$ cat config.mk
export PLATFORM = sky130hd
export DESIGN_NAME = booth_uc
export DESIGN_NICKNAME = d
export VERILOG_FILES = /design/src/rtl/booth_pkg.sv /design/src/rtl/booth_step_cnt.sv /design/src/rtl/booth_uc.sv
export SDC_FILE = /design/constraint.sdc
export NUM_CORES = 1
export LEC_CHECK = 0
export BUFFER_PORTS_ARGS = -buffer_cell sky130_fd_sc_hd__buf_2
export CAP_MARGIN = 20
export CORE_MARGIN = 2
export CORE_UTILIZATION = 45
export DETAILED_ROUTE_END_ITERATION = 7
export GPL_TIMING_DRIVEN = 0
export PLACE_DENSITY = 0.71
export SLEW_MARGIN = 20
export SYNTH_ARGS = -nofsm -noshare
export SYNTH_HDL_FRONTEND = slang
export SYNTH_SLANG_ARGS = --single-unit
$ cat constraint.sdc
create_clock -name clk -period 1.7 [get_ports clk]
set_clock_uncertainty 0.05 [all_clocks]
set_input_delay 0 -clock clk [delete_from_list [all_inputs] [get_ports clk]]
set_output_delay 0 -clock clk [all_outputs]
set_load 0.02 [all_outputs]
$ cat src/rtl/booth_pkg.sv
// Shared definitions for the radix-2 Booth multiplier control unit.
package booth_pkg;

    localparam int unsigned OP_W        = 3;
    localparam int unsigned N_STEPS_DEF = 3;

    // Booth pair {Q0, Q(-1)} codes that need an add or subtract of M
    localparam logic [1:0] PAIR_ADD = 2'b01;
    localparam logic [1:0] PAIR_SUB = 2'b10;

    typedef enum logic [2:0] {
        ST_IDLE  = 3'd0,
        ST_CLEAR = 3'd1,
        ST_INIT  = 3'd2,
        ST_STEP  = 3'd3,
        ST_DONE  = 3'd4
    } state_e;

endpackage

$ cat src/rtl/booth_step_cnt.sv
// Booth iteration counter: clear, count enable and last-step flag.
module booth_step_cnt #(
    parameter int unsigned CNT_W   = 2,
    parameter int unsigned N_STEPS = 3
) (
    input  logic clk,
    input  logic reset,
    input  logic clr,
    input  logic en,
    output logic last_c
);

    logic [CNT_W-1:0] cnt_q;
    logic [CNT_W-1:0] cnt_d;

    // Next count: clear wins over increment
    always_comb begin
        cnt_d = cnt_q;
        if (clr) begin
            cnt_d = '0;
        end else if (en) begin
            cnt_d = cnt_q + CNT_W'(1);
        end
    end

    // Count register
    always_ff @(posedge clk) begin
        if (reset) begin
            cnt_q <= '0;
        end else begin
            cnt_q <= cnt_d;
        end
    end

    assign last_c = (cnt_q == CNT_W'(N_STEPS - 1));

endmodule

$ cat src/rtl/booth_uc.sv
// Booth multiplier control unit: sequences clear, init and N_STEPS
// add/sub-and-shift or shift-only strobes for the downstream datapath.
// Optional build macro BOOTH_UC_SKIP_ZERO_EN: a zero operand goes from
// CLEAR straight to DONE, relying on the clear to leave a zero result.
module booth_uc
    import booth_pkg::*;
#(
    parameter int unsigned N_STEPS = N_STEPS_DEF,
    parameter int unsigned CNT_W   = 2
) (
    input  logic            clk,
    input  logic            reset,
    input  logic            start,
    input  logic [OP_W-1:0] multiplicand,
    input  logic [OP_W-1:0] multiplier,
    input  logic [2:0]      q_uc,
    output logic            dp_clr,
    output logic            init_uc,
    output logic [OP_W-1:0] M_uc,
    output logic [OP_W-1:0] Q_uc,
    output logic            loadA_uc,
    output logic            sum_uc,
    output logic            shift_uc,
    output logic            busy,
    output logic            done
);

    state_e          state_q;
    state_e          state_d;
    logic [OP_W-1:0] m_op_q;
    logic [OP_W-1:0] m_op_d;
    logic [OP_W-1:0] q_op_q;
    logic [OP_W-1:0] q_op_d;
    logic            dp_clr_q;
    logic            dp_clr_d;
    logic            init_q;
    logic            init_d;
    logic            busy_q;
    logic            busy_d;
    logic            done_q;
    logic            done_d;
    logic            sum_idle_q;
    logic            sum_idle_d;
    logic            cnt_clr;
    logic            cnt_en;
    logic            cnt_last_c;
    logic [1:0]      pair_c;
    logic            q_uc_unused;

    assign pair_c      = q_uc[1:0];
    assign q_uc_unused = q_uc[2];

    booth_step_cnt #(
        .CNT_W   (CNT_W),
        .N_STEPS (N_STEPS)
    ) u_step_cnt (
        .clk    (clk),
        .reset  (reset),
        .clr    (cnt_clr),
        .en     (cnt_en),
        .last_c (cnt_last_c)
    );

    // Next-state, operand capture and registered strobe decode
    always_comb begin
        state_d    = state_q;
        m_op_d     = m_op_q;
        q_op_d     = q_op_q;
        sum_idle_d = sum_idle_q;
        cnt_clr    = 1'b0;
        cnt_en     = 1'b0;

        case (state_q)
            ST_IDLE: begin
                if (start) begin
                    m_op_d     = multiplicand;
                    q_op_d     = multiplier;
                    sum_idle_d = 1'b1;
                    state_d    = ST_CLEAR;
                end
            end
            ST_CLEAR: begin
`ifdef BOOTH_UC_SKIP_ZERO_EN
                if ((m_op_q == '0) || (q_op_q == '0)) begin
                    state_d = ST_DONE;
                end else begin
                    state_d = ST_INIT;
                end
`else
                state_d = ST_INIT;
`endif
            end
            ST_INIT: begin
                cnt_clr = 1'b1;
                state_d = ST_STEP;
            end
            ST_STEP: begin
                cnt_en = 1'b1;
                if (cnt_last_c) begin
                    state_d = ST_DONE;
                end
            end
            ST_DONE: begin
                state_d = ST_IDLE;
            end
            default: begin
                state_d = ST_IDLE;
            end
        endcase

        dp_clr_d = (state_d == ST_CLEAR);
        init_d   = (state_d == ST_INIT);
        done_d   = (state_d == ST_DONE);
        busy_d   = (state_d != ST_IDLE);
    end

    // State, operand and strobe registers
    always_ff @(posedge clk) begin
        if (reset) begin
            state_q    <= ST_IDLE;
            m_op_q     <= '0;
            q_op_q     <= '0;
            dp_clr_q   <= 1'b0;
            init_q     <= 1'b0;
            busy_q     <= 1'b0;
            done_q     <= 1'b0;
            sum_idle_q <= 1'b0;
        end else begin
            state_q    <= state_d;
            m_op_q     <= m_op_d;
            q_op_q     <= q_op_d;
            dp_clr_q   <= dp_clr_d;
            init_q     <= init_d;
            busy_q     <= busy_d;
            done_q     <= done_d;
            sum_idle_q <= sum_idle_d;
        end
    end

    // Booth pair decode in STEP; outside STEP sum_uc rests at add, except
    // after reset where it stays low until the first accepted start
    always_comb begin
        loadA_uc = 1'b0;
        shift_uc = 1'b0;
        sum_uc   = sum_idle_q;
        if (state_q == ST_STEP) begin
            case (pair_c)
                PAIR_ADD: begin
                    loadA_uc = 1'b1;
                    sum_uc   = 1'b1;
                end
                PAIR_SUB: begin
                    loadA_uc = 1'b1;
                    sum_uc   = 1'b0;
                end
                default: begin
                    shift_uc = 1'b1;
                    sum_uc   = 1'b1;
                end
            endcase
        end
    end

    assign dp_clr  = dp_clr_q;
    assign init_uc = init_q;
    assign busy    = busy_q;
    assign done    = done_q;
    assign M_uc    = m_op_q;
    assign Q_uc    = q_op_q;

endmodule

=== Word-level counts from Yosys, hierarchy flattened ===
Cells that the tools add are included.

* Magnitude comparators: 0
* Mux-type cells: 11
* Divide/modulo/power cells: 0
* Equality and inequality tests: 9
* Reductions and logical operators: 5
* Bitwise gates (word level): 0
* Add/subtract/negate cells: 1
* Shift-type cells: 0
* $mul: 0

{| class="wikitable"
|+ Operators by type and width
! operator !! number
|-
| 3-bit one-hot mux with 4 select lines || 1
|-
| 3-bit by 2-bit equality test with 1-bit output, second input constant || 3
|-
| 1-bit 2-to-1 mux || 8
|-
| 3-bit by 1-bit equality test with 1-bit output, second input constant || 2
|-
| 3-bit 2-to-1 mux || 2
|-
| 2-bit equality test, second input constant || 2
|-
| 2-bit OR reduction || 2
|-
| 3-bit equality test, second input constant || 1
|-
| 3-bit zero test || 1
|-
| 3-bit nonzero test || 1
|-
| 2-bit by 1-bit adder with 2-bit output, second input constant || 1
|-
| 2-bit by 1-bit equality test with 1-bit output, second input constant || 1
|-
| 2-bit AND reduction || 1
|}

* Output and inout port bits: 13
* ROM bits: 0
* Flip-flop bits (word level): 16
* Logic and storage cells: 35
* Latch bits: 0
* Memories: 0
* Bits in writable memories: 0
* Input bits: 12

=== Longest topological paths before layout ===
* Depth in word-level cells: 4
* Gate-level depth with buffers: 5
* Depth with buffers taken out: 5

=== By module ===
A second synthesis with hierarchy kept.

* Cells, all modules: 66
* Area, all modules: 701.9 um^2

{| class="wikitable"
|+ Modules (own cells, without submodules)
! module !! times used !! sequential area each (um^2) !! cells an instance !! area each (um^2)
|-
| booth_uc || 1 || 280.3 || 58 || 608.1
|-
| booth_step_cnt || 1 || 40.0 || 8 || 93.8
|}

=== Least setup slack after synthesis ===
No wires, ideal clock.

* Path type: register -> output
* Start point: register state_q[1]
* End point: output port sum_uc
* Arrival time: 1.347 ns
* Cell stages (with the launch flop): 4
* Slack: 0.303 ns
* Data required time: 1.650 ns
* Buffers on the path: 1
* Cells stage by stage: dfxtp_1 clkbuf_1 nand3b_1 o21ai_0

* Longest elaborated chain between the ends: 2

{| class="wikitable"
|+ RTL lines
! what !! line !! RTL
|-
| start, declared || booth_uc.sv:28 || <nowiki>state_e state_q;</nowiki>
|-
| start signal, assigned || booth_uc.sv:129 || <nowiki>state_q <= state_d;</nowiki>
|-
| 3-bit by 2-bit equality test with 1-bit output || booth_uc.sv:146 || <nowiki>if (state_q == ST_STEP) begin</nowiki>
|-
| 1-bit 2-to-1 mux || booth_uc.sv:146 ||
|-
| end, declared || booth_uc.sv:22 || <nowiki>output logic sum_uc,</nowiki>
|}

Every way passes these cells.

=== Final worst setup path ===
Ends and elaborated chain as after synthesis.

==> Implementation_results.wiki <==
{| class="wikitable"
! Metric !! Value
|-
| Syn_nets || 78
|-
| Final period demand of the worst path || 1.51 ns
|-
| Power density over the cells || 873 nW/um^2
|-
| Effective utilization at floorplan || 0.485
|-
| Ys Warns || 0
|-
| Clock root buffer master || clkbuf_4
|-
| Ant. Diodes || 0
|-
| Crit start category || flop
|-
| Final routed wire length divided by cell count || 11.0 um
|-
| TritonCTS clock tree || yes
|-
| Arrival time at the worst endpoint || 1.46 ns
|-
| Top achievable clock speed || 661 MHz
|-
| Cell area after technology mapping || 631 um^2
|-
| Buffers on Ports || 23
|-
| Area added between synthesis and finish || 38.9%
|-
| Finished Core Util || 0.673
|-
| Fraction of the cycle the final worst path needs || 0.890
|-
| Setup repair after global routing missed its margin || false
|-
| Share of post-route cells with drive strength above 1 || 0.303
|-
| Detailed-route via count || 569
|-
| CP cell instances || clkbuf_2 -> nand3b_1 -> o21ai_0 -> buf_2
|-
| Die Area || 1720 um^2
|-
| Number of cells in the design after placement || 102
|-
| Endpoint required time on the critical path || 1.65 ns
|-
| Die Width || 41.4 um
|-
| Vert. Die Dim || 41.4 um
|-
| Critical path class || reg -> out
|-
| Post-route antenna net violation count || 0
|-
| Critical Path Sink Type || primary output
|-
| Result of the run || finished clean
|-
| Leftover overflow at the end of global routing || 0
|-
| Final hold violation count || 0
|-
| Initial DRC count || 6
|-
| Detailed Place HPWL || 829 um
|-
| Longest individual stage delay on the worst path || 0.40 ns
|-
| Syn Inst Count || 64
|-
| Post-synthesis sequential element count || 16
|-
| Core footprint || 1300 um^2
|-
| Transition time of the tightest slew-check pin || 0.587 ns
|-
| Clock Sinks || 16
|-
| Clock insertion delay at the later pin of the skew report || 0.27 ns
|-
| Mean instance size in the synthesized netlist || 9.85 um^2
|-
| Final Routed Wirelength || 1.26 mm
|-
| Number of top-level pins || 25
|-
| Number of global-route vias before repair || 525
|-
| Pin count of the biggest net entering global routing || 11
|-
| Max-cap violations || 0
|-
| Lkg Pwr || 0.418 nW
|-
| Synth cell types || 20
|-
| First-pass GRT wire length || 2.21 mm
|-
| Setup TNS || 0 ns
|-
| Final RePlAce weighted congestion || 0.673
|-
| DRT Pass-1 Iters || 4
|-
| Via density per instance || 4.99
|-
| Number of nets in the layout || 115
|-
| Post-route non-filler standard cell count || 114
|-
| Clock transition time at the flip-flop clock pins of the worst setup and hold paths || 0.09 ns
|-
| Initial antenna violation count || 0
|-
| Maximum vdd drop || 0.472 mV
|-
| Count of endpoints failing setup in the final report || 0
|-
| Peak fanout along the critical path || 10
|-
| CP max stage cell || dfxtp_1
|-
| Max_slew headroom || 0.607
|-
| GRT Total Usage || 0.165
|-
| DRC || 0
|-
| Number of buffers created by CTS || 3
|-
| Seq/Total Area, Yosys || 0.508
|-
| Deepest clock path buffer count || 2
|-
| FP Rows || 13
|-
| Worst Hold Class || in -> out
|-
| Maximum level of the CTS H-tree || 1
|-
| Total count of max-transition violations in the final report || 0
|}
-- worst max-delay path, delay by kind of cell, from the launching register on --
family          cells  cell delay (ns)
simple gates        1             0.19
flops               1             0.40
buf+inv             2             0.42
compound gates      1             0.17
-- metal layers --
layer	wire, um	GRT usage	vias to the layer above
met1	544	0.201	258
met3	71	0.0522	2
li1	-	-	292
met4	7	0.0581	0
met5	0	0	-
met2	635	0.272	17
-- flip-flops by register name, indices dropped and copies added, names as in the netlist --
register,count
dp_clr,1
state_q,3
init_uc,1
u_step_cnt.cnt_q,2
Q_uc,3
busy,1
sum_idle_q,1
done,1
M_uc,3
-- Yosys cell counts --
cell,count,area share
nor3_1,3,0.024
o31a_1,1,0.014
inv_1,4,0.024
nor4b_4,1,0.038
a2bb2oi_1,1,0.014
o21ai_0,2,0.016
nor4bb_1,2,0.032
nand2b_1,1,0.0099
nand2_1,1,0.0059
clkbuf_1,2,0.012
nand3b_1,1,0.012
mux2i_1,6,0.095
a21oi_1,2,0.016
nor4b_1,1,0.014
and3_1,1,0.0099
ha_1,2,0.040
dfxtp_1,16,0.51
nor2_1,15,0.089
buf_6,1,0.018
a31oi_1,1,0.0099
-- kinds of logic after synthesis --
kind of cell | after synthesis | share of synthesized area
flip-flops | 16 | 0.508
AND/OR/NAND/NOR | 26 | 0.234
adder cells (fa/ha/maj) | 2 | 0.0397
multiplexers | 6 | 0.0952
buffers and inverters | 7 | 0.0536
AO/OA/AOI/OAI | 7 | 0.0695
-- power breakdown --
| part | total [mW] | leakage (nW) | switching (mW) | internal, mW |
|---|---|---|---|---|
| clock network | 0.188 | 0.0138 | 0.106 | 0.0820 |
| registers | 0.412 | 0.131 | 0.0124 | 0.399 |
| logic | 0.166 | 0.273 | 0.0866 | 0.0791 |
-- repair_timing --
item,4_1_cts,5_1_grt
pin swaps,0,1
gates resized for setup,1,0
setup endpoints to repair,1,1
hold buffers,8,0
buffers inserted,0,1
hold endpoints to repair,11,0
-- stage by stage --
step / hold slack, ns / setup slack [ns] / area (um^2) / power [mW]
final: 0.342 / 0.188 / 876 / 0.765
after global routing: 0.394 / 0.00464 / 876 / 0.803
after CTS: 0.344 / 0.144 / 868 / 0.769
after detailed placement: 0.181 / 0.186 / 764 / 0.569
after global placement: 0.181 / 0.187 / 764 / 0.567
after floorplan: 0.0268 / 0.303 / 631 / 0.524
-- cells in the final DEF, fill, tap and decap left out, drive strengths merged --
cell type,instances
buf,25
dfxtp,16
nor2,15
dlygate4sd3,8
mux2i,6
clkbuf,5
inv,4
nor3,3
o21ai,2
nor4bb,2
a21oi,2
ha,2
nor4b,2
nand3b,1
nand2,1
nand2b,1
a31oi,1
and3,1
o31a,1
a2bb2oi,1
-- path summary, 6_finish.rpt --
| path | from | slack, ns | cells after the start | end |
|---|---|---|---|---|
| worst max-delay path | state_q[1] | 0.19 | 4 | sum_uc |
| worst min-delay path | q_uc[1] | 0.34 | 4 | loadA_uc |
| worst max register to register | state_q[0] | 0.20 | 4 | M_uc[0] |
| worst min register to register | sum_idle_q | 0.43 | 2 | sum_idle_q |
-- area by class of cell --
cell class | count | area (um^2)
clock buffers | 3 | 22.5
plain buffers | 3 | 20.0
repair buffers | 32 | 203
inverters | 4 | 15.0
multi-input cells | 41 | 277
flip-flops and latches | 16 | 320
fillers | 114 | 425
well taps | 15 | 18.8
No activity file was read; power rests on OpenSTA's default activity.
